**config.mk**
```make
export PLATFORM = sky130hd
export DESIGN_NAME = vend_select_fsm_flat
export DESIGN_NICKNAME = d
export VERILOG_FILES = /design/src/rtl/vend_select_if.sv /design/src/rtl/vend_select_fsm.sv /design/src/flat_wrapper.sv
export SDC_FILE = /design/constraint.sdc
export NUM_CORES = 1
export LEC_CHECK = 0
export CAP_MARGIN = 20
export CORE_UTILIZATION = 46
export DETAILED_ROUTE_END_ITERATION = 8
export PLACE_DENSITY = 0.71
export SYNTH_ARGS = -nofsm -noshare
export SYNTH_HDL_FRONTEND = slang
export SYNTH_SLANG_ARGS = --single-unit
```
**constraint.sdc**
```tcl
create_clock -name clk -period 3.8 [get_ports clk]
set_clock_uncertainty 0.1 [all_clocks]
set_input_delay 0.95 -clock clk [delete_from_list [all_inputs] [get_ports clk]]
set_output_delay 0.95 -clock clk [all_outputs]
set_load 0.02 [all_outputs]
```
**src/rtl/vend_select_if.sv**
```systemverilog
// Key-pulse inputs and display/actuator outputs of the vending selection controller.
interface vend_select_if;
  logic [3:0] key_item;
  logic       key_coin1;
  logic       key_coin5;
  logic       key_confirm;
  logic       key_cancel;
  logic [7:0] balance;
  logic [7:0] price;
  logic [1:0] item;
  logic       busy;
  logic       vend_valid;
  logic       change_valid;
  logic [7:0] change;
  logic       err;

  modport master (
    output key_item, key_coin1, key_coin5, key_confirm, key_cancel,
    input  balance, price, item, busy, vend_valid, change_valid, change, err
  );

  modport slave (
    input  key_item, key_coin1, key_coin5, key_confirm, key_cancel,
    output balance, price, item, busy, vend_valid, change_valid, change, err
  );
endinterface

```
**src/rtl/vend_select_fsm.sv**
```systemverilog
// Vending selection/payment controller: item select, coin credit, vend strobe, change/refund.
// Optional idle timeout in SEL enabled by defining VEND_TIMEOUT_EN.
//
// state  | meaning
// IDLE   | no transaction, waiting for a valid item key
// SEL    | item chosen, accepting coins / confirm / cancel
// VEND   | one cycle, vend_valid high, change computed
// CHG    | one cycle, change strobe if change is nonzero
// REFUND | one cycle, refund strobe if balance is nonzero
module vend_select_fsm #(
  parameter logic [7:0]      PRICE0      = 8'd3,
  parameter logic [7:0]      PRICE1      = 8'd5,
  parameter logic [7:0]      PRICE2      = 8'd8,
  parameter logic [7:0]      PRICE3      = 8'd12,
  parameter int              TO_W        = 27,
  parameter logic [TO_W-1:0] TIMEOUT_CYC = 27'd120000000
) (
  input  logic         clk,
  input  logic         rst,
  vend_select_if.slave bus
);

  typedef enum logic [2:0] {
    S_IDLE   = 3'd0,
    S_SEL    = 3'd1,
    S_VEND   = 3'd2,
    S_CHG    = 3'd3,
    S_REFUND = 3'd4
  } state_t;

  state_t     r_state, w_state_nxt;
  logic [7:0] r_balance, w_balance_nxt;
  logic [7:0] r_price, w_price_nxt;
  logic [1:0] r_item, w_item_nxt;
  logic       r_busy;
  logic       r_vend_valid, w_vend_valid_nxt;
  logic       r_change_valid, w_change_valid_nxt;
  logic [7:0] r_change, w_change_nxt;
  logic       r_err, w_err_nxt;

  logic       w_item_ok;
  logic [1:0] w_item_code;
  logic [7:0] w_item_price;
  logic [8:0] w_coin_sum;
  logic [7:0] w_coin_bal;
  logic [7:0] w_diff;

`ifdef VEND_TIMEOUT_EN
  localparam logic [TO_W-1:0] TO_LAST = TIMEOUT_CYC - 1'b1;
  logic [TO_W-1:0] r_to_cnt, w_to_cnt_nxt;
`endif

  assign w_item_ok   = (bus.key_item != 4'd0) && ((bus.key_item & (bus.key_item - 4'd1)) == 4'd0);
  assign w_item_code = {bus.key_item[3] | bus.key_item[2], bus.key_item[3] | bus.key_item[1]};
  assign w_coin_sum  = {1'b0, r_balance} + {8'd0, bus.key_coin1} + (bus.key_coin5 ? 9'd5 : 9'd0);
  assign w_coin_bal  = w_coin_sum[8] ? 8'd255 : w_coin_sum[7:0];
  // Only reached from VEND, where balance >= price is guaranteed
  assign w_diff      = r_balance - r_price;

  always_comb begin
    case (w_item_code)
      2'd0:    w_item_price = PRICE0;
      2'd1:    w_item_price = PRICE1;
      2'd2:    w_item_price = PRICE2;
      default: w_item_price = PRICE3;
    endcase
  end

  always_comb begin
    w_state_nxt        = r_state;
    w_balance_nxt      = r_balance;
    w_price_nxt        = r_price;
    w_item_nxt         = r_item;
    w_vend_valid_nxt   = 1'b0;
    w_change_valid_nxt = 1'b0;
    w_change_nxt       = 8'd0;
    w_err_nxt          = 1'b0;
`ifdef VEND_TIMEOUT_EN
    w_to_cnt_nxt       = r_to_cnt;
`endif
    case (r_state)
      S_IDLE: begin
        if (w_item_ok) begin
          w_state_nxt   = S_SEL;
          w_item_nxt    = w_item_code;
          w_price_nxt   = w_item_price;
          w_balance_nxt = 8'd0;
`ifdef VEND_TIMEOUT_EN
          w_to_cnt_nxt  = '0;
`endif
        end
      end
      S_SEL: begin
        if (bus.key_cancel) begin
          w_state_nxt        = S_REFUND;
          w_change_valid_nxt = (r_balance != 8'd0);
          w_change_nxt       = r_balance;
        end else if (bus.key_confirm) begin
          if (r_balance >= r_price) begin
            w_state_nxt      = S_VEND;
            w_vend_valid_nxt = 1'b1;
          end else begin
            w_err_nxt        = 1'b1;
`ifdef VEND_TIMEOUT_EN
            w_to_cnt_nxt     = '0;
`endif
          end
        end else if (bus.key_coin1 || bus.key_coin5) begin
          w_balance_nxt = w_coin_bal;
`ifdef VEND_TIMEOUT_EN
          w_to_cnt_nxt  = '0;
`endif
        end else if (w_item_ok && (r_balance == 8'd0)) begin
          w_item_nxt    = w_item_code;
          w_price_nxt   = w_item_price;
`ifdef VEND_TIMEOUT_EN
          w_to_cnt_nxt  = '0;
`endif
        end else begin
`ifdef VEND_TIMEOUT_EN
          if (r_to_cnt == TO_LAST) begin
            w_state_nxt        = S_REFUND;
            w_change_valid_nxt = (r_balance != 8'd0);
            w_change_nxt       = r_balance;
          end else begin
            w_to_cnt_nxt       = r_to_cnt + 1'b1;
          end
`endif
        end
      end
      S_VEND: begin
        w_state_nxt        = S_CHG;
        w_change_valid_nxt = (w_diff != 8'd0);
        w_change_nxt       = w_diff;
      end
      S_CHG, S_REFUND: begin
        w_state_nxt   = S_IDLE;
        w_balance_nxt = 8'd0;
        w_price_nxt   = 8'd0;
        w_item_nxt    = 2'd0;
      end
      default: w_state_nxt = S_IDLE;
    endcase
  end

  always_ff @(posedge clk or posedge rst) begin
    if (rst) begin
      r_state        <= S_IDLE;
      r_balance      <= 8'd0;
      r_price        <= 8'd0;
      r_item         <= 2'd0;
      r_busy         <= 1'b0;
      r_vend_valid   <= 1'b0;
      r_change_valid <= 1'b0;
      r_change       <= 8'd0;
      r_err          <= 1'b0;
`ifdef VEND_TIMEOUT_EN
      r_to_cnt       <= '0;
`endif
    end else begin
      r_state        <= w_state_nxt;
      r_balance      <= w_balance_nxt;
      r_price        <= w_price_nxt;
      r_item         <= w_item_nxt;
      r_busy         <= (w_state_nxt != S_IDLE);
      r_vend_valid   <= w_vend_valid_nxt;
      r_change_valid <= w_change_valid_nxt;
      r_change       <= w_change_nxt;
      r_err          <= w_err_nxt;
`ifdef VEND_TIMEOUT_EN
      r_to_cnt       <= w_to_cnt_nxt;
`endif
    end
  end

  assign bus.balance      = r_balance;
  assign bus.price        = r_price;
  assign bus.item         = r_item;
  assign bus.busy         = r_busy;
  assign bus.vend_valid   = r_vend_valid;
  assign bus.change_valid = r_change_valid;
  assign bus.change       = r_change;
  assign bus.err          = r_err;

endmodule

```
**src/flat_wrapper.sv**
```systemverilog
// flat-port wrapper written by rule: the top's interface ports become plain ports
module vend_select_fsm_flat 
#(
  parameter logic [7:0]      PRICE0      = 8'd3,
  parameter logic [7:0]      PRICE1      = 8'd5,
  parameter logic [7:0]      PRICE2      = 8'd8,
  parameter logic [7:0]      PRICE3      = 8'd12,
  parameter int              TO_W        = 27,
  parameter logic [TO_W-1:0] TIMEOUT_CYC = 27'd120000000
)
  (clk, rst, bus_key_item, bus_key_coin1, bus_key_coin5, bus_key_confirm, bus_key_cancel, bus_balance, bus_price, bus_item, bus_busy, bus_vend_valid, bus_change_valid, bus_change, bus_err);
  vend_select_if bus_i ();
  input  logic clk;
  input  logic rst;
  input wire logic [$bits(bus_i.key_item)-1:0] bus_key_item;
  input wire logic [$bits(bus_i.key_coin1)-1:0] bus_key_coin1;
  input wire logic [$bits(bus_i.key_coin5)-1:0] bus_key_coin5;
  input wire logic [$bits(bus_i.key_confirm)-1:0] bus_key_confirm;
  input wire logic [$bits(bus_i.key_cancel)-1:0] bus_key_cancel;
  output wire logic [$bits(bus_i.balance)-1:0] bus_balance;
  output wire logic [$bits(bus_i.price)-1:0] bus_price;
  output wire logic [$bits(bus_i.item)-1:0] bus_item;
  output wire logic [$bits(bus_i.busy)-1:0] bus_busy;
  output wire logic [$bits(bus_i.vend_valid)-1:0] bus_vend_valid;
  output wire logic [$bits(bus_i.change_valid)-1:0] bus_change_valid;
  output wire logic [$bits(bus_i.change)-1:0] bus_change;
  output wire logic [$bits(bus_i.err)-1:0] bus_err;
  assign bus_i.key_item = bus_key_item;
  assign bus_i.key_coin1 = bus_key_coin1;
  assign bus_i.key_coin5 = bus_key_coin5;
  assign bus_i.key_confirm = bus_key_confirm;
  assign bus_i.key_cancel = bus_key_cancel;
  assign bus_balance = bus_i.balance;
  assign bus_price = bus_i.price;
  assign bus_item = bus_i.item;
  assign bus_busy = bus_i.busy;
  assign bus_vend_valid = bus_i.vend_valid;
  assign bus_change_valid = bus_i.change_valid;
  assign bus_change = bus_i.change;
  assign bus_err = bus_i.err;
  vend_select_fsm #(.PRICE0(PRICE0), .PRICE1(PRICE1), .PRICE2(PRICE2), .PRICE3(PRICE3), .TO_W(TO_W), .TIMEOUT_CYC(TIMEOUT_CYC)) u_core (.clk(clk), .rst(rst), .bus(bus_i));
endmodule
```
; ---- Yosys cells after proc, flatten, opt, wreduce, memory -nomap -nowiden
; Index checks and enable logic that the tools add are counted.
[classes]
n_bitwise = 3
order_cmp = 1
mux = 37
n_eq_ne = 12
n_reduce_logical = 15
n_addsub = 4
[op_table]
columns = operator, count
row1 = 2-to-1 mux 8 bit, 11
row2 = case mux 8 bit (3 select lines), 2
row3 = case mux 8 bit (2 select lines), 1
row4 = nonzero test 8 bit, 2
row5 = 2-to-1 mux 3 bit, 5
row6 = case mux 4 bit (3 select lines), 1
row7 = 2-to-1 mux 2 bit, 5
row8 = adder 8 x 1 -> 9 bit, 1
row9 = adder 9 bit, 1
row10 = 2-to-1 mux 1 bit, 9
row11 = case mux 3 bit (3 select lines), 1
row12 = greater-or-equal comparator 8 bit, 1
row13 = zero test 8 bit, 1
row14 = subtractor 8 bit, 1
row15 = "equality test 3 x 2 -> 1 bit, second input constant", 2
row16 = "inequality test 2 x 1 -> 1 bit, second input constant", 3
row17 = "inequality test 2 bit, second input constant", 3
row18 = case mux 2 bit (3 select lines), 1
row19 = AND reduction 6 bit, 1
row20 = nonzero test 3 bit, 2
row21 = AND reduction 5 bit, 1
row22 = AND 4 bit, 1
row23 = zero test 4 bit, 1
row24 = nonzero test 4 bit, 1
row25 = other kinds (12), 14
[word_totals]
in_bits = 10
elab_cells = 81
regBits = 33

; ---- Longest topological paths before layout
; Gate-level depths: netlist of run 1.
[depth]
ltp_word = 10
mapped_depth = 10
ltp_nobuf = 9

; ---- Worst setup path after synthesis of run 1
; Ideal clock, no wire load.
[synth_path]
kind = input -> register
start = in bus_key_coin5
end = reg u_core.r_balance[3], in the netlist u_core.bus.balance[3]
arrival_time_ns = 2.547
required_time_ns = 3.613
path_slack_ns = 1.066
cell_stages = 10
setup_ns = 0.087
cell_sequence = inv_1 -> fa_1 -> inv_1 -> ha_1 -> a21oi_1 -> nor3_2 -> and3_1 -> clkbuf_1 -> o21ai_0 -> a22oi_1
[synth_between]
elab_chain_len = 7
[synth_lines]
columns = item, line
row1 = start: declaration, flat_wrapper.sv:17  ; input wire logic [$bits(bus_i.key_coin5)-1:0] bus_key_coin5;
row2 = 2-to-1 mux 3 bit, vend_select_fsm.sv:55  ; assign w_coin_sum = {1'b0, r_balance} + {8'd0, bus.key_coin1} + (bus.key_coin5 ? 9'd5 : 9'd0);
row3 = adder 9 bit, vend_select_fsm.sv:55
row4 = 2-to-1 mux 8 bit, vend_select_fsm.sv:56  ; assign w_coin_bal = w_coin_sum[8] ? 8'd255 : w_coin_sum[7:0];
row5 = 2-to-1 mux 8 bit, vend_select_fsm.sv:108  ; end else if (bus.key_coin1 || bus.key_coin5) begin
row6 = 2-to-1 mux 8 bit, vend_select_fsm.sv:98  ; end else if (bus.key_confirm) begin
row7 = 2-to-1 mux 8 bit, vend_select_fsm.sv:94  ; if (bus.key_cancel) begin
row8 = case mux 8 bit (3 select lines), vend_select_fsm.sv:81  ; case (r_state)
row9 = end signal: assignment, vend_select_fsm.sv:162  ; r_balance <= w_balance_nxt;
row10 = end: declaration, vend_select_fsm.sv:32  ; logic [7:0] r_balance, w_balance_nxt;
; Several ways; a longest one is shown, not always the timed one. The select of a mux whose other input is x is not followed.
; A chain may end at the register's enable or synchronous reset.

; ---- Final worst setup path of run 1
; Same ends and word-level chain as after synthesis.

==> results.toml, run 1 <==
[run_status]
status = "complete, no violations"

[yosys]
synth_area_leaders = "dfrtp_1 39%, nand2_1 4.3%, a21oi_1 4.1%"
synth_top_cells_by_count = "29 x dfrtp_1, 21 x nand2_1, 17 x inv_1"
synth.cell_area_um2 = 1850
synth_area_per_cell_um2 = 8.98
synth_top_flop_cell = "dfrtp_1"
yosysMostFrequentCell = "dfrtp_1"
syn_inst = 206
synth_top_area_share_pct = 39.2
ys_ff_latch = 29
ys_warn_count = 0
synth_top_cell_by_area = "dfrtp_1"
async_flop_share_pct = 100
synth_cell_types = 54
ys_seq_area_share_pct = 39.2
synth_edf_count = 0

[pwr]
power_density_nw_per_um2 = 764
p_leak_nw = 1.01
vdd_drop_max_mv = 0.368
power_mw = 1.74

[clock_tree]
cts_tree = "done"
post_cts_buffers = 0
post_cts_resized = 0
clk_latency_ps = 280
cts_root_buffer = "clkbuf_8"
clk_pin_slew_ps = 60
numCtsBuffers = 5
clock-sinks = 29
cts.htree.levels = 2
clock_path_buffers = 2
hold_buffers = 0

[place]
postPlaceCellArea_um2 = 2190
pre_cts_ws_ps = 451
finalWeightedCongestion = 0.878
io_buffers = 35
dpl.hpwl_um = 3060

[sta]
setup_viol = 0
final-hold-violation-count = 0
worst_pin_slew_ps = 612
max_slew_margin_pct = 58.9
max_freq_mhz = 326
fin_ws_ps = 735
finalCritPeriodShare_pct = 80.7
finalCriticalPeriod_ps = 3070
tns_ps = 0
slew_viol_final = 0
rsz0062_at_grt = "no"

[worst_setup_path]
crit_path_end_kind = "flip-flop"
worstPathRequired_ps = 3900
worstPathArrival_ps = 3160
critical_path.max_stage_delay_ps = 500
critPathSlowestCell = "clkdlybuf4s50_1"
cpMostUsedCell = "inv_1"
startpoint_type = "input pin"
cp_max_fo = 7
worstPathCellList = "clkdlybuf4s50_1 > inv_1 > fa_1 > inv_1 > ha_1 > a21oi_1 > nor3_2 > and3_1 > o311ai_0 > a22oi_1"
worstSetupPathType = "in -> reg"

[drt]
post-route-drc-count = 0
wl_per_cell_um = 13.7
drt_first_pass_iters = 4
ant_nets = 0
vias_per_cell = 5.41
vias = 1558
drt_iter0_drc = 124
drt-total-wl_um = 3940

[flow_run]
max_cap_viol_count = 0

[floorplan]
die-area_um2 = 4280
die_y_um = 65.4
coreArea_um2 = 3770
row_count = 22
die_w_um = 65.4
initial_core_util_pct = 49.1
io_pins = 40

[grt]
grt.overflow.total = 0
grt_max_degree = 30
first_global_vias = 1480
grt_usage_pct = 21.5
antenna_found_initial = 0
grt_pass1_wl_um = 6910

[layout]
fin_area_um2 = 2280
final_nets = 257
drive_gt1_share_pct = 7.50
fin_util_pct = 60.4
diodes = 0
area_growth_pct = 23.1

[hold_path]
hp-class = "reg -> reg"
critical path: cells and delay by family:
kind / cells / cell delay [ps]
simple gates: 2 / 540
fa+ha+maj: 2 / 570
buf+inv: 3 / 640
compound gates: 3 / 460
routing by layer:
layer  up-vias  global-route usage [%]  part of all wire, %
met1       732                    29.1                   48
met5         -                       0                    0
met4         0                    9.24                  1.3
met3         4                    4.34                  4.6
met2        41                    33.2                   47
li1        781                       -                    -
report_power, final:
group          switching (mW)  internal [mW]
clock                   0.116          0.126
combinational           0.575          0.441
sequential             0.0823          0.401
placed cells by master (no fill, tap or decap), types with 2 or more instances in the layout:
cell type / Yosys / layout
o21ai_1: 8 / 8
a41oi_1: 3 / 3
nor3_1: 2 / 2
xnor2_1: 3 / 3
a21oi_1: 15 / 15
nand3_1: 3 / 3
nor4_2: 2 / 2
a31oi_1: 3 / 3
nand2b_1: 4 / 4
o22ai_1: 5 / 5
nand3b_1: 2 / 2
o21ai_0: 14 / 14
and2_1: 2 / 2
o31ai_1: 3 / 3
fa_1: 2 / 2
clkinv_2: 0 / 2
nand2_1: 21 / 21
or4_1: 2 / 2
nor3b_1: 2 / 2
mux2i_1: 3 / 3
a21o_1: 2 / 2
and3_1: 2 / 2
conb_1: 1 / 4
clkbuf_8: 0 / 5
nor2_1: 12 / 12
dfrtp_1: 29 / 29
ha_1: 6 / 6
inv_1: 17 / 17
clkdlybuf4s50_1: 0 / 35
xor2_1: 2 / 2
flip-flops by register name, indices dropped and copies added, names as in the netlist:
register,count
u_core.bus.price,4
u_core.bus.change,8
u_core.r_state,3
u_core.bus.change_valid,1
u_core.bus.balance,8
u_core.bus.vend_valid,1
u_core.bus.busy,1
u_core.bus.item,2
u_core.bus.err,1
final cells by class:
class	count	area, um^2
Timing Repair Buffer	36	358
Inverter	18	67.6
Multi-Input combinational cell	149	981
Clock inverter	3	17.5
Fill cell	357	1490
Tap cell	48	60.1
Sequential cell	29	726
Clock buffer	5	68.8
per-stage QoR:
stage | hold slack [ps] | instances
after floorplan | 486 | 209
after global placement | 376 | 280
after detailed placement | 383 | 280
after CTS | 397 | 288
after global routing | 416 | 288
final | 388 | 288
final timing paths:
kind                                             from                 endpoint  slack (ps)  cells after the start
worst max-delay path                    bus_key_coin5    u_core.bus.balance[3]         730                     10
worst min-delay path               u_core.bus.item[0]       u_core.bus.item[0]         390                      2
worst max register to register  u_core.bus.balance[0]  u_core.bus.change_valid         980                      9
worst min register to register     u_core.bus.item[0]       u_core.bus.item[0]         390                      2
max in group asynchronous                         rst    u_core.bus.balance[2]        2400                      3
min in group asynchronous                         rst          u_core.bus.busy         930                      3
logic make-up (layout without fill, tap and decap cells):
family | Yosys count | after routing | share of synthesized area (%)
buffers and inverters | 31 | 62 | 8.38
and+or+nand+nor | 65 | 65 | 20.6
xor gates and xnor gates | 5 | 5 | 2.37
other | 1 | 4 | 0.203
adders and majority gates | 8 | 8 | 6.22
muxes | 3 | 3 | 1.62
DFF | 29 | 29 | 39.2
AOI/OAI and AO/OA | 64 | 64 | 21.4
No activity file was read; power rests on OpenSTA's default activity.
==> run 2, diff against run 1 <==
==> constraint.sdc (replaced) <==
create_clock -name clk -period 3 [get_ports clk]
set_clock_uncertainty 0.1 [all_clocks]
set_input_delay 0.75 -clock clk [delete_from_list [all_inputs] [get_ports clk]]
set_output_delay 0.75 -clock clk [all_outputs]
set_load 0.02 [all_outputs]
==> results.toml, run 2 (synthesis results as in run 1) <==
[run_status]
status = "complete, no violations"

[pwr]
vdd_drop_max_mv = 0.616
power_density_nw_per_um2 = 1000
p_leak_nw = 1.06
power_mw = 2.37

[worst_setup_path]
crit_path_end_kind = "flip-flop"
worstPathRequired_ps = 3100
r2r_start = "u_core.bus.balance[0]"
startpoint_type = "input pin"
worstSetupPathType = "in -> reg"
worstPathArrival_ps = 2870
cp_max_fo = 7
cp-startpoint = "bus_key_coin5"
ff2ff_path_depth = 9

[layout]
diodes = 0
area_growth_pct = 27.6
fin_util_pct = 62.6
fin_area_um2 = 2360
drive_gt1_share_pct = 9.72
final_cell_mix = "35 x clkdlybuf4s50_1, 29 x dfrtp_1, 21 x nand2_1, 17 x inv_1, 15 x a21oi_1"
seq_area_um2 = 726
fillers = 325
multi_input_area_um2 = 981
final_nets = 264
stdcell_count = 295
mostFrequentLayoutCell = "clkdlybuf4s50_1"

[floorplan]
die_y_um = 65.4
coreArea_um2 = 3770
row_count = 22
die-area_um2 = 4280
initial_core_util_pct = 49.1
die_w_um = 65.4
io_pins = 40

[sta]
max_freq_mhz = 361
final-hold-violation-count = 0
whs_ps = 403
worst_pin_slew_ps = 593
finalCritPeriodShare_pct = 92.3
max_slew_margin_pct = 60.2
slew_viol_final = 0
rsz0062_at_grt = "no"
setup_viol = 0
finalCriticalPeriod_ps = 2770

[clock_tree]
cts_root_buffer = "clkbuf_8"
post_cts_resized = 0
post_cts_buffers = 0
clock_path_buffers = 2
clk_pin_slew_ps = 60
hold_buffers = 0
clock-sinks = 29
clk_latency_ps = 280
numCtsBuffers = 5
cts_tree = "done"
cts.htree.levels = 2

[grt]
grt_max_degree = 30
first_global_vias = 1411
antenna_found_initial = 0
grt.overflow.total = 0
grt_pass1_wl_um = 6980
grt_usage_pct = 22.2

[drt]
route.met3.wl_um = 195
drt_iter0_drc = 91
wl_per_cell_um = 13.8
vias_per_cell = 5.47
vias = 1615
dr_wl_met2_um = 1860
wl_met1_um = 1930
drt_first_pass_iters = 4
topRoutingLayerUsed = "met4"
drt-total-wl_um = 4070
ant_nets = 0
post-route-drc-count = 0

[place]
finalWeightedCongestion = 0.869
io_buffers = 35
dp.cells = 287
dpl.hpwl_um = 3160
postPlaceCellArea_um2 = 2240

[hold_path]
min_from = "u_core.bus.item[1]"
hp-class = "reg -> reg"
holdPathStages = 2

[flow_run]
max_cap_viol_count = 0
==> run 2: cell count changes in the layout (fill, tap and decap cells not counted), sizes merged <==
| cell | delta |
|---|---|
| clkinvlp | -1 |
| bufinv | +1 |
| buf | +7 |
| clkbuf | +2 |
| clkinv | -2 |
==> run 2: critical path: stages <==
cell	delay (ps)
clkdlybuf4s50_1	470
inv_1	60
fa_1	400
inv_1	80
ha_1	170
a21oi_1	110
nor3_2	180
and3_1	300
o21ai_0	130
a22oi_1	210
==> run 2: final timing paths <==
kind                                      endpoint  slack [ps]
max                          u_core.bus.balance[3]         230
min                             u_core.bus.item[1]         400
max reg2reg                u_core.bus.change_valid         450
min reg2reg                     u_core.bus.item[1]         400
max in group asynchronous    u_core.bus.balance[0]        1800
min in group asynchronous          u_core.bus.busy         730
==> run 2: cell type report <==
type	instances	area share, %
inverters	18	2.86
well taps	48	2.54
multi-input cells	149	41.5
repair buffers	43	17.4
clock inverters	1	1.27
flip-flops and latches	29	30.7
clock buffers	7	3.66
==> run 2: power by group <==
| group | switching (mW) | leakage, nW | total [mW] | internal (mW) |
|---|---|---|---|---|
| Clock | 0.144 | 0.0585 | 0.414 | 0.270 |
| Combinational | 0.746 | 0.610 | 1.35 | 0.606 |
| Sequential | 0.0974 | 0.388 | 0.605 | 0.508 |
==> run 2: stage by stage <==
stage	TNS, ps	setup slack, ps
2_1_floorplan	0	355
3_3_place_gp	0	24.9
3_5_place_dp	-63.9	-63.9
4_1_cts	0	230
5_1_grt	0	12.2
6_report	0	232
==> run 2: metal layers <==
layer	global-route usage, %	vias up
li1	-	799
met1	30.4	756
met2	34.1	54
met3	4.17	6
met4	9.78	0
met5	0	-
